### config.mk
export PLATFORM = sky130hd
export DESIGN_NAME = ovr_i_guard
export DESIGN_NICKNAME = d
export VERILOG_FILES = /design/src/rtl/ovr_i_guard.sv
export SDC_FILE = /design/constraint.sdc
export NUM_CORES = 1
export LEC_CHECK = 0
export ABC_AREA = 1
export BUFFER_PORTS_ARGS = -buffer_cell sky130_fd_sc_hd__buf_2
export CAP_MARGIN = 20
export CORE_MARGIN = 3
export CORE_UTILIZATION = 50
export DETAILED_ROUTE_END_ITERATION = 6
export PLACE_DENSITY = 0.75
export SETUP_SLACK_MARGIN = 0.5
export SYNTH_ARGS = -nofsm -noshare
export SYNTH_HDL_FRONTEND = slang
export SYNTH_SLANG_ARGS = --single-unit
### constraint.sdc
create_clock -name clk -period 2.7 [get_ports clk]
set_clock_uncertainty 0.15 [all_clocks]
set_input_delay 0.27 -clock clk [delete_from_list [all_inputs] [get_ports clk]]
set_output_delay 0.27 -clock clk [all_outputs]
set_load 0.01 [all_outputs]
### src/rtl/ovr_i_guard.sv
// ============================================================================
// Module      : ovr_i_guard
// Description : Over-current guard for the motor drive. Synchronizes the
//               OVR_I_lft/OVR_I_rght flags. Ignores them during the blanking
//               window at each PWM period start. Trips a latched shutdown
//               after FAULT_CNT consecutive over-current periods. Returns to
//               RUN only after clr_fault and RECOV_CNT clean periods.
//               Optional feature macro: OVR_I_DIAG_EN (sticky per-side
//               fault diagnostics; tied low when undefined).
// Revision    : 1.0 - initial release
// ============================================================================
`default_nettype none

module ovr_i_guard #(
   parameter int BLANK_CYC = 40,
   parameter int FAULT_CNT = 7,
   parameter int RECOV_CNT = 4
) (
   input  logic       clk,
   input  logic       rst_n,
   input  logic       OVR_I_lft,
   input  logic       OVR_I_rght,
   input  logic       PWM_synch,
   input  logic       clr_fault,
   output logic       OVR_I_shtdwn,
   output logic [3:0] ovr_cnt,
   output logic       fault_lft,
   output logic       fault_rght
);

   // Blank counter is at least 6 bits wide, wider only if BLANK_CYC needs it
   localparam int BW = ($clog2(BLANK_CYC + 1) > 6) ? $clog2(BLANK_CYC + 1) : 6;
   localparam logic [BW-1:0] BLANK_MAX = BW'(BLANK_CYC);
   localparam logic [3:0]    FAULT_MAX = 4'(FAULT_CNT);
   localparam logic [3:0]    RECOV_MAX = 4'(RECOV_CNT);

   typedef enum logic [1:0] {
      RUN     = 2'd0,
      FAULT   = 2'd1,
      RECOVER = 2'd2
   } state_t;

   state_t          state, state_nxt;
   logic [1:0]      sync_l, sync_r;
   logic            ovr_l_s, ovr_r_s;
   logic [BW-1:0]   blank_cnt;
   logic            window_open;
   logic            per_l, per_r;
   logic [3:0]      rec_cnt, rec_nxt;
   logic [3:0]      cnt_nxt, cnt_inc;
   logic            diag_set, diag_clr;

   // Two-flop synchronizers for the asynchronous over-current flags
   always_ff @(posedge clk or negedge rst_n) begin
      if (!rst_n) begin
         sync_l <= 2'b00;
         sync_r <= 2'b00;
      end else begin
         sync_l <= {sync_l[0], OVR_I_lft};
         sync_r <= {sync_r[0], OVR_I_rght};
      end
   end

   assign ovr_l_s = sync_l[1];
   assign ovr_r_s = sync_r[1];

   // Blanking counter: restarts on each PWM period, saturates at BLANK_CYC
   always_ff @(posedge clk or negedge rst_n) begin
      if (!rst_n) begin
         blank_cnt <= '0;
      end else if (PWM_synch) begin
         blank_cnt <= '0;
      end else if (blank_cnt != BLANK_MAX) begin
         blank_cnt <= blank_cnt + 1'b1;
      end
   end

   // A pulse coinciding with PWM_synch is never qualified
   assign window_open = (blank_cnt == BLANK_MAX) && !PWM_synch;

   // Per-period over-current flags, consumed and cleared at period start
   always_ff @(posedge clk or negedge rst_n) begin
      if (!rst_n) begin
         per_l <= 1'b0;
         per_r <= 1'b0;
      end else if (PWM_synch) begin
         per_l <= 1'b0;
         per_r <= 1'b0;
      end else begin
         if (window_open && ovr_l_s) per_l <= 1'b1;
         if (window_open && ovr_r_s) per_r <= 1'b1;
      end
   end

   // FSM state, period counter, recovery counter and shutdown register
   always_ff @(posedge clk or negedge rst_n) begin
      if (!rst_n) begin
         state        <= RUN;
         ovr_cnt      <= 4'd0;
         rec_cnt      <= 4'd0;
         OVR_I_shtdwn <= 1'b0;
      end else begin
         state        <= state_nxt;
         ovr_cnt      <= cnt_nxt;
         rec_cnt      <= rec_nxt;
         OVR_I_shtdwn <= (state_nxt != RUN);
      end
   end

   assign cnt_inc = (ovr_cnt == 4'hF) ? ovr_cnt : ovr_cnt + 4'd1;

   // Next-state logic and counter updates
   always_comb begin
      state_nxt = state;
      cnt_nxt   = ovr_cnt;
      rec_nxt   = rec_cnt;
      diag_set  = 1'b0;
      diag_clr  = 1'b0;
      case (state)
         RUN: begin
            if (PWM_synch) begin
               if (per_l || per_r) begin
                  cnt_nxt = cnt_inc;
                  if (cnt_inc == FAULT_MAX) begin
                     state_nxt = FAULT;
                     diag_set  = 1'b1;
                  end
               end else begin
                  cnt_nxt = 4'd0;
               end
            end
         end
         FAULT: begin
            if (clr_fault) begin
               state_nxt = RECOVER;
               cnt_nxt   = 4'd0;
               rec_nxt   = 4'd0;
            end
         end
         RECOVER: begin
            // No blanking here: any synchronized over-current re-faults
            if (ovr_l_s || ovr_r_s) begin
               state_nxt = FAULT;
            end else if (PWM_synch) begin
               rec_nxt = rec_cnt + 4'd1;
               if (rec_nxt == RECOV_MAX) begin
                  state_nxt = RUN;
                  diag_clr  = 1'b1;
               end
            end
         end
         default: state_nxt = RUN;
      endcase
   end

`ifdef OVR_I_DIAG_EN
   // Sticky per-side trip diagnostics, cleared on successful recovery
   always_ff @(posedge clk or negedge rst_n) begin
      if (!rst_n) begin
         fault_lft  <= 1'b0;
         fault_rght <= 1'b0;
      end else if (diag_set) begin
         fault_lft  <= fault_lft  | per_l;
         fault_rght <= fault_rght | per_r;
      end else if (diag_clr) begin
         fault_lft  <= 1'b0;
         fault_rght <= 1'b0;
      end
   end
`else
   assign fault_lft  = 1'b0;
   assign fault_rght = 1'b0;

   // Diagnostic strobes have no consumer without the feature
   logic unused_diag;
   assign unused_diag = diag_set ^ diag_clr;
`endif

endmodule

`default_nettype wire

; Word level (Yosys, flattened, before mapping)
; Cells that the tools add are included.
[word_totals]
regBits = 23
input_bits = 6
out_inout_bits = 7
wordCells = 60
[op_classes]
addsub = 3
n_eq_ne = 11
muxes = 22
reduce_logical = 15
[ops]
columns = operator, count
row1 = $mux 4, 6
row2 = $pmux 4 s2, 2
row3 = $mux 2, 7
row4 = $mux 6, 2
row5 = $reduce_bool 2->1, 6
row6 = $add 4x1->4 const B, 2
row7 = $eq 4x3->1 const B, 2
row8 = $ne 2x2->1 const B, 4
row9 = $add 6x1->6 const B, 1
row10 = $eq 6x6->1 const B, 1
row11 = $ne 6x6->1 const B, 1
row12 = $pmux 2 s3, 1
row13 = $eq 4x4->1 const B, 1
row14 = $mux 1, 4
row15 = $reduce_and 4->1, 1
row16 = $logic_and 1x1->1, 3
row17 = $reduce_and 3->1, 1
row18 = $eq 2x1->1 const B, 1
row19 = $eq 2x2->1 const B, 1
row20 = $logic_not 2->1, 1
row21 = $logic_or 1x1->1, 2
row22 = $logic_not 1->1, 1

; Longest topological paths before layout
; Gate-level depths: netlist (run 1).
[depth]
ltp_word = 8
mapped_depth = 8
depth_no_buf = 8

; Worst setup path after synthesis (run 1)
; Ideal clock, no wire load.
[synth_path]
path_type = register to register
startpoint = register ovr_cnt[0]
endpoint = register OVR_I_shtdwn
arrival_ns = 1.202
slack_ns = 1.222
path_stages_with_launch = 7
period_less_slack_ns = 1.478
cell_sequence = dfrtp_1 > ha_1 > or2_2 > nand2_1 > nor2_1 > nand3_1 > nand3_1
[synth_between]
elab_chain_cells = 8
elab_cells_between_ends = 9
[synth_rtl]
columns = element, line_no
row1 = from (decl), 26  ; output logic [3:0] ovr_cnt,
row2 = from (signal assigned), 104  ; ovr_cnt <= cnt_nxt;
row3 = $add 4x1->4 / $eq 4x4->1 (equally long branches), 110  ; assign cnt_inc = (ovr_cnt == 4'hF) ? ovr_cnt : ovr_cnt + 4'd1;
row4 = $mux 4 *, 110
row5 = $eq 4x3->1 *, 124  ; if (cnt_inc == FAULT_MAX) begin
row6 = $mux 2 *, 124
row7 = $mux 2 *, 122  ; if (per_l || per_r) begin
row8 = $mux 2 *, 121  ; if (PWM_synch) begin
row9 = $pmux 2 s3 *, 119  ; case (state)
row10 = $reduce_bool 2->1 *, 106  ; OVR_I_shtdwn <= (state_nxt != RUN);
row11 = to (signal assigned), 106
row12 = to (decl), 25  ; output logic OVR_I_shtdwn,
; Every way passes the cells marked *; elsewhere a longest branch is shown, timed or not.
; A chain may end at the register's enable or synchronous reset.

; Worst setup path in the final report (run 1)
; Ends and elaborated chain as after synthesis.

==> results of run 1 <==
worst max-delay path, cell delays in order (launching register included):
cell and delay (ns):
dfrtp_1 0.47, ha_1 0.28, or2_2 0.28, nand2_1 0.08, nor2_1 0.05, nand3_1 0.08, nand3_1 0.07
layout make-up:
type	count	area, µm²
clock buffer	3	22.52
clock inverter	1	5.005
fill	192	804.5
inverter	17	63.81
multi-input combinational	99	496.7
sequential	23	575.6
tap	27	33.78
timing repair buffer	13	80.08
power groups by stage:
stage	Clock, µW	Sequential, µW	Combinational [µW]
5_1_grt	172	391	101
4_1_cts	164	386	87.6
2_1_floorplan	0	392	59.3
3_5_place_dp	0	393	84.1
6_report	156	387	85.8
3_3_place_gp	0	393	80.5
path summary, 6_finish.rpt:
check,depth (start not counted),end,slack [ns]
setup / recovery,6,OVR_I_shtdwn,1.15
hold reg to reg,0,sync_r[1],0.21
setup reg to reg,6,OVR_I_shtdwn,1.15
hold / removal,2,blank_cnt[5],0.08
max in group asynchronous,2,rec_cnt[3],1.78
min in group asynchronous,2,ovr_cnt[3],0.29
flip-flops by register name, indices dropped and copies added (netlist names):
| register | cells |
|---|---|
| OVR_I_shtdwn | 1 |
| blank_cnt | 6 |
| ovr_cnt | 4 |
| per_l | 1 |
| per_r | 1 |
| rec_cnt | 4 |
| state | 2 |
| sync_l | 2 |
| sync_r | 2 |
layer usage:
layer / vias to the layer above / routed length [µm] / GRT usage [%]
met5: - / 0 / 0
met4: 0 / 0 / 3.734
met3: 0 / 65 / 3.324
met2: 14 / 1038 / 30.65
met1: 431 / 891 / 18.76
li1: 478 / - / -
per-stage QoR:
| step | total power, µW | utilization (%) | instance area [µm²] | hold WS, ns |
|---|---|---|---|---|
| after floorplan | 451.4 | - | 1159 | -0.1756 |
| after global placement | 473.7 | 58.59 | 1220 | 0.1082 |
| after detailed placement | 477.4 | 58.59 | 1220 | 0.1141 |
| after CTS | 637.9 | 61.36 | 1277 | 0.07565 |
| after global routing | 663.6 | 61.36 | 1277 | 0.08159 |
| final | 628.0 | 61.36 | 1277 | 0.08183 |
kinds of logic after synthesis:
family	synth area share (%)
AOI/OAI and AO/OA	7.909
buffers and inverters	7.475
other	0.3247
xor gates and xnor gates	1.517
and+or+nand+nor	28.60
adders and majority gates	4.334
DFF	49.84
cells in the mapped netlist:
cell type	n
xor2_1	2
conb_1	1
or2_2	2
inv_1	14
nand2_1	32
a21oi_1	2
nand4_1	2
nor3_1	1
nor2_2	2
nand2_2	2
o21ai_0	9
dfrtp_1	23
inv_2	3
nor2_1	16
nand3_1	17
ha_1	4
buf_4	3
nand3_2	1
a21oi_4	1
o21ai_1	4
timing repair:
action | in CTS | in global routing
hold endpoints to repair | 25 | 0
hold buffers | 3 | 0
endpoints found under the setup margin | 0 | 0
==> flow_summary.yaml, run 1 <==
cts:
  cts_made_buffers: 3
  post_cts_resized: 0
  insertion_delay_ns: 0.31
  cts_root_buffer: "clkbuf_4"
  tritoncts: "built"
  cts.clk_slew.worst_paths_ns: 0.13
  cts-htree-levels: 1
  cts_buffer_depth: 2
  cts.sinks: 23
  post_cts_buffers: 0
floorplanning:
  core_area_um2: 2082
  chipWidth_um: 54.06
  ios: 13
  dieHeight_um: 54.06
  rows: 16
  die_area_um2: 2922
  start_util_pct: 55.47
logic_synthesis:
  synth_area_leader_cell: "dfrtp_1"
  ys_types: 20
  syn_area_um2: 1155
  syn_area_per_cell_um2: 8.190
  ys_seq_elements: 23
  synthTopCellsByArea: "dfrtp_1 (50%), nand2_1 (10%), nand3_1 (7.4%)"
  yosys.area.top_type_share_pct: 49.84
  yosys_warnings: 0
  syn-instance-count: 141
  ys_seq_area_share_pct: 49.84
final_layout:
  fin_cells: 183
  drive_above_1_share_pct: 16.03
  area_growth_pct: 10.62
  final_common_cell: "nand2_1"
  fin_nets: 167
  layout_common_cells: "nand2_1 (32), dfrtp_1 (23), nand3_1 (17)"
  antenna_cells: 0
routing:
  dr.pass1.iters: 4
  vias: 923
  drc_errors: 0
  vias_per_cell: 5.044
  drt_iter0_drc: 17
  ant_nets: 0
  wl_per_cell_um: 10.90
  drt-total-wl_mm: 1.995
flow_run:
  maxCapViolCount: 0
global_route:
  grt_max_degree: 24
  grt_pass1_vias: 883
  grt.total_usage_pct: 16.31
  grt_pass1_wl_mm: 3.477
  grt-ovfl-total: 0
  antenna_found_initial: 0
placed_design:
  dpl.cell_count: 176
  post-place-ws_ns: 1.162
  place_hpwl_mm: 1.573
  gp_congestion: 0.8133
  port_buffers: 10
sta:
  setup_viol: 0
  final.setup.tns_ns: 0
  slew_violations: 0
  period_share_pct: 57.53
  final_hold_viol_count: 0
  period_minus_slack_ns: 1.553
  grt_setup_unrepaired: "no"
  max_freq_mhz: 643.8
  worst_slack_ns: 1.147
outcome:
  outcome: "completed"
worst_setup_path:
  cp.arrival_ns: 1.60
  criticalPathCategory: "reg2reg"
  r2r-start: "ovr_cnt[0]"
  startpoint: "ovr_cnt[0]"
  crit_required_ns: 2.75
  critical_path.max_fanout: 7
  cp-start-kind: "flip-flop"
  end_kind: "flip-flop"
pwr:
  swShare_pct: 27.61
  pwr-share-comb_pct: 13.7
  power_density_nw_per_um2: 491.6
  internal-power_uw: 454.6
  seqPwrFrac_pct: 61.5
  peakVddDrop_mv: 0.3487
  p_leak_uw: 0.0006769
  clockPowerShare_pct: 24.8
  p_sw_uw: 173.4
hold_path:
  hold_class: "in2reg"
  min_from: "PWM_synch"
No activity file was read; power rests on OpenSTA's default activity.
==> run 2: changes to the inputs <==
--- a/config.mk
+++ b/config.mk
@@ -5,7 +5,7 @@
 export SDC_FILE = /design/constraint.sdc
 export NUM_CORES = 1
 export LEC_CHECK = 0
-export ABC_AREA = 1
+export ABC_AREA = 0
 export BUFFER_PORTS_ARGS = -buffer_cell sky130_fd_sc_hd__buf_2
 export CAP_MARGIN = 20
 export CORE_MARGIN = 3
==> constraint.sdc (replaced) <==
create_clock -name clk -period 1.6 [get_ports clk]
set_clock_uncertainty 0.15 [all_clocks]
set_input_delay 0.16 -clock clk [delete_from_list [all_inputs] [get_ports clk]]
set_output_delay 0.16 -clock clk [all_outputs]
set_load 0.01 [all_outputs]
==> run 2 against run 1 <==
  * Combinational power rose to 3.3 times the previous value
  * Largest cell class is now multi-input combinational cells
  * Cell count shrank 7.1%
  * Final area is 26% higher
  * Clock-buffer cell count is the same
  * Maximum frequency up 4.2%
  * Largest power group unchanged
  * Synthesized cell count down 25%
  * Hold slack got worse by 0.037 ns
==> flow_summary.yaml, run 2 <==
outcome:
  outcome: "completed"
routing:
  vias: 956
  drt-total-wl_mm: 2.774
  drc_errors: 0
  vias_per_cell: 5.624
  wl_per_cell_um: 16.32
  dr.pass1.iters: 4
  drt_iter0_drc: 18
  ant_nets: 0
sta:
  setup_viol: 0
  max_freq_mhz: 671.0
  final.setup.tns_ns: 0
  period_share_pct: 93.14
  slew_violations: 0
  final_hold_viol_count: 0
  slew_headroom_pct: 66.05
  tightest_slew_ns: 0.5092
  grt_setup_unrepaired: "yes"
  period_minus_slack_ns: 1.490
logic_synthesis:
  ys.flop_type: "dfrtp_1"
  syn-instance-count: 106
  synth_edf_count: 0
  ys_seq_elements: 23
  synth.most_common_cell: "dfrtp_1"
  yosys.area.top_type_share_pct: 51.74
  synth_area_leader_cell: "dfrtp_1"
  ys_types: 36
  synthTopCellsByArea: "dfrtp_1 (52%), ha_1 (4.5%), nand3_1 (4.5%)"
  yosys_warnings: 0
  synth_top_cells_by_count: "dfrtp_1 (23), nand3_1 (10), nor2_1 (8), nand2_1 (7)"
  ys_seq_area_share_pct: 51.74
  async_reset_ff_share_pct: 100.0
  syn_area_um2: 1112
  syn_area_per_cell_um2: 10.49
final_layout:
  top_register: "blank_cnt"
  multi_input_area_um2: 651.9
  reg_top3: "blank_cnt (6), ovr_cnt (4), rec_cnt (4)"
  antenna_cells: 0
  fin_nets: 154
  post-route-util_pct: 78.74
  ff_latch_area_um2: 580.6
  drive_above_1_share_pct: 50.35
  layout_common_cells: "dfrtp_1 (19), buf_4 (17), buf_6 (9)"
  final_common_cell: "dfrtp_1"
  largest_reg_flops: 6
  area_growth_pct: 44.54
  fillCellCount: 127
worst_setup_path:
  end_kind: "flip-flop"
  cp.arrival_ns: 1.56
  cp-start-kind: "flip-flop"
  crit_required_ns: 1.67
  criticalPathCategory: "reg2reg"
  worstRegToRegCells: 4
  critical_path.max_fanout: 6
floorplanning:
  ios: 13
  die_area_um2: 2827
  rows: 16
  dieHeight_um: 53.17
  core_area_um2: 2042
  start_util_pct: 54.47
  chipWidth_um: 53.17
global_route:
  antenna_found_initial: 0
  grt.total_usage_pct: 20.54
  grt_pass1_wl_mm: 4.153
  grt_pass1_vias: 945
  grt_max_degree: 24
  grt-ovfl-total: 0
hold_path:
  holdPathStages: 2
  hold_class: "in2reg"
cts:
  cts.clk_slew.worst_paths_ns: 0.13
  cts_buffer_depth: 2
  cts_made_buffers: 3
  cts_root_buffer: "clkbuf_4"
  tritoncts: "built"
  cts.sinks: 23
  cts-htree-levels: 1
  insertion_delay_ns: 0.32
flow_run:
  maxCapViolCount: 0
pwr:
  power_density_nw_per_um2: 781.3
  p_leak_uw: 0.0006974
  swShare_pct: 30.31
  p_sw_uw: 380.8
  peakVddDrop_mv: 0.7255
  internal-power_uw: 875.4
  pwr-share-comb_pct: 22.6
  seqPwrFrac_pct: 55.2
  power_uw: 1256
  clockPowerShare_pct: 22.1
placed_design:
  port_buffers: 10
  place_hpwl_mm: 1.390
  gp_congestion: 0.7621
[run 2: repair_timing]
action                     CTS  global route
pin swaps                   17            11
buffers inserted            20             2
gates cloned                 0             0
gates resized for setup     14            17
hold endpoints to repair    25             0
hold buffers                 3             0
setup endpoints to repair   24            24
[run 2: power by group through the flow]
stage	combinational, µW	clock [µW]	sequential (µW)
6_report	284	278	694
5_1_grt	309	301	700
4_1_cts	239	274	680
3_5_place_dp	161	0	692
3_3_place_gp	153	0	692
2_1_floorplan	119	0	686
[run 2: logic make-up (layout without fill, tap and decap cells)]
family / Yosys count / count (layout) / share of synthesized area (%)
muxes: 1 / 1 / 0.8999
and+or+nand+nor: 45 / 45 / 23.29
adders and majority gates: 4 / 4 / 4.500
DFF: 23 / 23 / 51.74
xor gates and xnor gates: 6 / 6 / 4.725
buffers and inverters: 9 / 45 / 4.386
other: 1 / 2 / 0.3371
AOI/OAI and AO/OA: 17 / 17 / 10.12
[run 2: final timing paths]
path / startpoint / slack (ns) / endpoint
worst min-delay path: PWM_synch / 0.04 / blank_cnt[0]
max in group asynchronous: rst_n / 0.76 / ovr_cnt[0]
worst min register to register: sync_r[0] / 0.22 / sync_r[1]
worst max-delay path: per_r / 0.11 / OVR_I_shtdwn
min in group asynchronous: rst_n / 0.17 / rec_cnt[0]
worst max register to register: per_r / 0.11 / OVR_I_shtdwn
[run 2: worst max-delay path, stage by stage (launching register included)]
cell     delay, ns
dfrtp_1       0.43
nor2_1        0.28
nor3_4        0.11
a31o_2        0.22
or2_1         0.20
[run 2: routing by layer]
metal  global-route usage [%]  vias up  share of wire [%]
met5                        0        -                  0
met4                    8.511        0                2.6
met3                    4.225       11                2.8
met2                    36.98       25                 53
met1                    23.29      479                 41
li1                         -      441                  -
[run 2: area by class of cell]
type | count | area share [%]
inverter | 6 | 1.556
tap | 27 | 2.101
timing repair buffer | 35 | 17.98
multi-input combinational | 75 | 40.54
sequential | 23 | 36.11
clock inverter | 1 | 0.3113
clock buffer | 3 | 1.401
[run 2: stage by stage]
stage,setup slack [ns],area (µm²),std cells,hold WS (ns)
after global routing,0.05212,1608,170,0.07263
after CTS,0.1487,1515,168,0.04902
after floorplan,0.1275,1184,107,-0.2856
final,0.1098,1608,170,0.04493
after detailed placement,0.1152,1241,141,0.002691
after global placement,0.1361,1241,141,-0.003934
